`config.mk`:
```
export PLATFORM = sky130hd
export DESIGN_NAME = permutation_engine
export DESIGN_NICKNAME = d
export VERILOG_FILES = /design/src/rtl/ascon_aead128_pkg.sv /design/src/rtl/pl.sv /design/src/rtl/ps.sv /design/src/rtl/permutation_engine.sv
export SDC_FILE = /design/constraint.sdc
export NUM_CORES = 1
export LEC_CHECK = 0
export CAP_MARGIN = 10
export CORE_AREA = 5 5 247 249
export DETAILED_ROUTE_END_ITERATION = 6
export DIE_AREA = 0 0 252 254
export PLACE_DENSITY_LB_ADDON = 0.1
export SLEW_MARGIN = 20
export SYNTH_ARGS = -nofsm -noshare
export SYNTH_HDL_FRONTEND = slang
export SYNTH_SLANG_ARGS = --single-unit
```
`constraint.sdc`:
```
create_clock -name clk -period 4.8 [get_ports clk]
set_input_delay 0.96 -clock clk [delete_from_list [all_inputs] [get_ports clk]]
set_output_delay 0.96 -clock clk [all_outputs]
set_load 0.005 [all_outputs]
```
`src/rtl/ascon_aead128_pkg.sv`:
```
// ascon_aead128_pkg: shared Ascon state type, round constants, permutation FSM states and helpers.
package ascon_aead128_pkg;

    typedef struct packed {
        logic [63:0] s0;
        logic [63:0] s1;
        logic [63:0] s2;
        logic [63:0] s3;
        logic [63:0] s4;
    } ascon_state;

    localparam logic [7:0] ROUND_CONST [0:11] = '{
        8'hf0, 8'he1, 8'hd2, 8'hc3, 8'hb4, 8'ha5,
        8'h96, 8'h87, 8'h78, 8'h69, 8'h5a, 8'h4b
    };

    // p^12 runs constants 0..11, p^8 runs the last eight (4..11)
    localparam logic [3:0] P12_START = 4'd0;
    localparam logic [3:0] P8_START  = 4'd4;
    localparam logic [3:0] LAST_ROUND = 4'd11;

    typedef enum logic [1:0] {
        IDLE,
        RUN,
        DONE
    } perm_fsm_e;

    function automatic logic [63:0] rotr(input logic [63:0] x, input int unsigned n);
        return (x >> n) | (x << (64 - n));
    endfunction

endpackage

```
`src/rtl/pl.sv`:
```
// pl: Ascon linear diffusion layer, each word xored with two rotations of itself.
module pl
    import ascon_aead128_pkg::*;
(
    input  ascon_state state_i,
    output ascon_state state_o
);

    assign state_o.s0 = state_i.s0 ^ rotr(state_i.s0, 19) ^ rotr(state_i.s0, 28);
    assign state_o.s1 = state_i.s1 ^ rotr(state_i.s1, 61) ^ rotr(state_i.s1, 39);
    assign state_o.s2 = state_i.s2 ^ rotr(state_i.s2, 1)  ^ rotr(state_i.s2, 6);
    assign state_o.s3 = state_i.s3 ^ rotr(state_i.s3, 10) ^ rotr(state_i.s3, 17);
    assign state_o.s4 = state_i.s4 ^ rotr(state_i.s4, 7)  ^ rotr(state_i.s4, 41);

endmodule

```
`src/rtl/ps.sv`:
```
// ps: Ascon substitution layer, the 5-bit s-box applied bit-sliced across all 64 columns.
module ps
    import ascon_aead128_pkg::*;
(
    input  ascon_state state_i,
    output ascon_state state_o
);

    logic [63:0] a0, a1, a2, a3, a4;
    logic [63:0] b0, b1, b2, b3, b4;

    assign a0 = state_i.s0 ^ state_i.s4;
    assign a1 = state_i.s1;
    assign a2 = state_i.s2 ^ state_i.s1;
    assign a3 = state_i.s3;
    assign a4 = state_i.s4 ^ state_i.s3;

    // chi-like nonlinear step on the pre-mixed words
    assign b0 = a0 ^ (~a1 & a2);
    assign b1 = a1 ^ (~a2 & a3);
    assign b2 = a2 ^ (~a3 & a4);
    assign b3 = a3 ^ (~a4 & a0);
    assign b4 = a4 ^ (~a0 & a1);

    assign state_o.s0 = b0 ^ b4;
    assign state_o.s1 = b1 ^ b0;
    assign state_o.s2 = ~b2;
    assign state_o.s3 = b3 ^ b2;
    assign state_o.s4 = b4;

endmodule

```
`src/rtl/permutation_engine.sv`:
```
// permutation_engine: iterative Ascon p^12 / p^8, one pc->ps->pl round per clock,
// with a start/busy/done handshake toward the mode controller.
module permutation_engine
    import ascon_aead128_pkg::*;
(
    input  logic       clk,
    input  logic       rst_n,
    input  logic       start,
    input  logic       rounds_sel,
    input  ascon_state state_in,
    output ascon_state state_out,
    output logic       busy,
    output logic       done
);

    perm_fsm_e  fsm_q, fsm_d;
    logic [3:0] round_q, round_d;
    ascon_state state_q, state_d;
    ascon_state pc_s, ps_s, pl_s;

    always_comb begin
        pc_s         = state_q;
        pc_s.s2[7:0] = state_q.s2[7:0] ^ ROUND_CONST[round_q];
    end

    ps u_ps (
        .state_i(pc_s),
        .state_o(ps_s)
    );

    pl u_pl (
        .state_i(ps_s),
        .state_o(pl_s)
    );

    // start is honoured in IDLE and DONE alike, which gives back-to-back throughput
    always_comb begin
        fsm_d   = fsm_q;
        round_d = round_q;
        state_d = state_q;
        if (fsm_q == RUN) begin
            state_d = pl_s;
            round_d = (round_q == LAST_ROUND) ? round_q : round_q + 4'd1;
            fsm_d   = (round_q == LAST_ROUND) ? DONE : RUN;
        end else if (start) begin
            state_d = state_in;
            round_d = rounds_sel ? P12_START : P8_START;
            fsm_d   = RUN;
        end else begin
            fsm_d = IDLE;
        end
    end

    always_ff @(posedge clk or negedge rst_n) begin
        if (!rst_n) begin
            fsm_q   <= IDLE;
            round_q <= 4'd0;
            state_q <= '0;
        end else begin
            fsm_q   <= fsm_d;
            round_q <= round_d;
            state_q <= state_d;
        end
    end

    assign state_out = state_q;
    assign busy      = (fsm_q == RUN);
    assign done      = (fsm_q == DONE);

endmodule

```
==> reports/metrics.cfg <==
[outcome]
status=finished, final reports clean

[cts]
worstSkewPairLatency_ns=0.60
clock_path_buffers=3
cts_tree=built
numCtsBuffers=42
cts_max_level=2
cts_resized=0
cts_sinks=326
path_clk_slew_ns=0.06
clockRootBuffer=clkbuf_16
postCtsSetupBuffers=0
cts_hold_buffers=0

[cells_and_area]
nets=4357
layout-drive-gt1-share_pct=6.455
seq_area_um2=8158
nFillCells=4983
multi_input_area_um2=20730
area.growth.synth_to_final_pct=29.37

[floorplanning]
die_w_um=252
ioPinCount=646
num_rows=89
start_util_pct=51.09
die-area_um2=64010
core_um2=58460
die_h_um=254

[yosys]
ys_types=32
synthTopCellsByArea=dfrtp_1 (27%), xnor2_1 (23%), xor2_1 (7.6%), ha_1 (5.4%), xnor2_2 (4.8%)
syn_nets=3760
syn_inst=3307
synth_warnings=0
synth_async_sr_flop_share_pct=100.0
synth_commonest_cells=xnor2_1 (770), dfrtp_1 (326), nand2_1 (310)
avgSynthCellArea_um2=9.032
ys_ff_latch=326
synth_edf_count=0
synth_area_um2=29870
synth_flop_cell=dfrtp_1
synth_top_cell_area_share_pct=27.31
synthMostInstantiatedCell=xnor2_1
ys_seq_area_share_pct=27.31
synth.largest_area_cell=dfrtp_1

[worst_setup_path]
r2r_slack_ns=1.76
r2r-start=state_out[106]
r2r-end=state_out[270]
start_kind=flip-flop
critPathMaxFanout=6
endpoint_kind=flip-flop
critical_path_class=reg -> reg
reg2regPathDepth=7
crit_required_ns=5.23
cp.arrival_ns=3.48

[sta]
tns_ns=0
rsz0062_at_grt=no
finClkSkew_ns=0.02582
finalCritPeriodShare_pct=63.41
fmax_mhz=328.5
maxSlewViolCount=0
worst_slew_pin_slew_ns=1.285
setup_violations=0
hold_viol_final=0
finalCriticalPeriod_ns=3.044
relSlewSlack_pct=13.72

[route]
wl_mm=145.7
first_pass_iters=5
drt-vias-per-instance=5.945
drtIter0Drc=3553
dr_total_vias=28008
ant_nets=0
wire_per_inst_um=30.92
drc_errors=0

[global_route]
grt_pass1_vias=26734
grt_start_max_net_pins=189
grt_pass1_wl_mm=201.4
grtUsageTotal_pct=43.68
overflow=0
antenna_found_initial=7

[worst_hold_path]
hold_class=in -> async

[place]
hpwl_mm=118.7
io_buffers=645
gp_congestion=1.097

[run]
drv_cap=0

-- metal layers --
layer  vias up  routed length (µm)  share of wire (%)  global-route usage (%)
met5         -                  49              0.034                       0
met4         8                9349                6.4                   22.84
met3       420               16080                 11                   11.41
met2      1760               64200                 44                   67.29
met1     13714               56010                 38                   56.73
li1      12106                   -                  -                       -
-- flip-flops by register name (all words and copies together), names as in the netlist --
name       count
round_q        4
fsm_q          2
state_out    320
-- metrics by stage --
step | hold slack [ns] | std cells | utilization [%] | area (µm²) | worst slack [ns]
6_report | 0.4161 | 4711 | 66.09 | 38640 | 1.756
5_1_grt | 0.4986 | 4708 | 66.08 | 38630 | 1.715
4_1_cts | 0.4659 | 4708 | 66.04 | 38610 | 1.758
3_5_place_dp | 0.5969 | 4633 | 63.68 | 37230 | 1.715
3_3_place_gp | 0.5842 | 4633 | 63.66 | 37220 | 1.756
2_1_floorplan | 0.5421 | 3307 | - | 29870 | 2.604
-- worst max-delay path, stage by stage, from the launching register on --
cell	delay [ns]
dfrtp_1	0.42
inv_1	0.08
ha_1	0.34
xor2_1	0.17
xnor2_1	0.90
xnor2_1	0.40
xnor2_1	0.45
a21oi_1	0.12
-- cell type report --
class	count	area share, %
Timing Repair Buffer	689	17.85
Clock buffer	64	3.358
Clock inverter	11	0.2072
Inverter	132	1.302
Multi-Input combinational cell	2713	53.65
Sequential cell	326	21.11
Tap cell	773	2.503
Antenna cell	3	0.01943
-- cell families after synthesis --
group           count (synthesis)  synth area share [%]
compound gates                705                 14.89
xor+xnor                     1157                 37.25
fa+ha+maj                     130                 5.438
buf+inv                       268                 3.435
flops                         326                 27.31
mux                            69                 2.325
simple gates                  652                 9.355
-- placed cells by master, fill, tap and decap left out, drive strengths merged, types with 64 or more instances in the layout --
cell / netlist / layout
a211oi: 127 / 127
a21oi: 269 / 269
clkbuf: 108 / 64
clkdlybuf4s50: 0 / 643
dfrtp: 326 / 326
ha: 129 / 129
inv: 132 / 132
mux2i: 69 / 69
nand2: 312 / 312
nor2: 205 / 205
nor2b: 129 / 129
o211a: 118 / 118
o21ai: 189 / 189
xnor2: 858 / 858
xor2: 299 / 299
-- worst max path at each step --
stage | from | endpoint | slack, ns | cells past startpoint
3_5_place_dp | start | state_out[288] | 1.71 | 5
5_1_grt | fsm_q[1] | busy | 1.72 | 3
4_1_cts | fsm_q[1] | busy | 1.76 | 3
3_3_place_gp | start | state_out[288] | 1.76 | 5
2_1_floorplan | start | state_out[219] | 2.60 | 7
6_report | state_out[106] | state_out[270] | 1.76 | 7
Power is left out: the tool's default activity adds up to more than one toggle a clock period on the data nets, which glitch-free logic cannot reach.
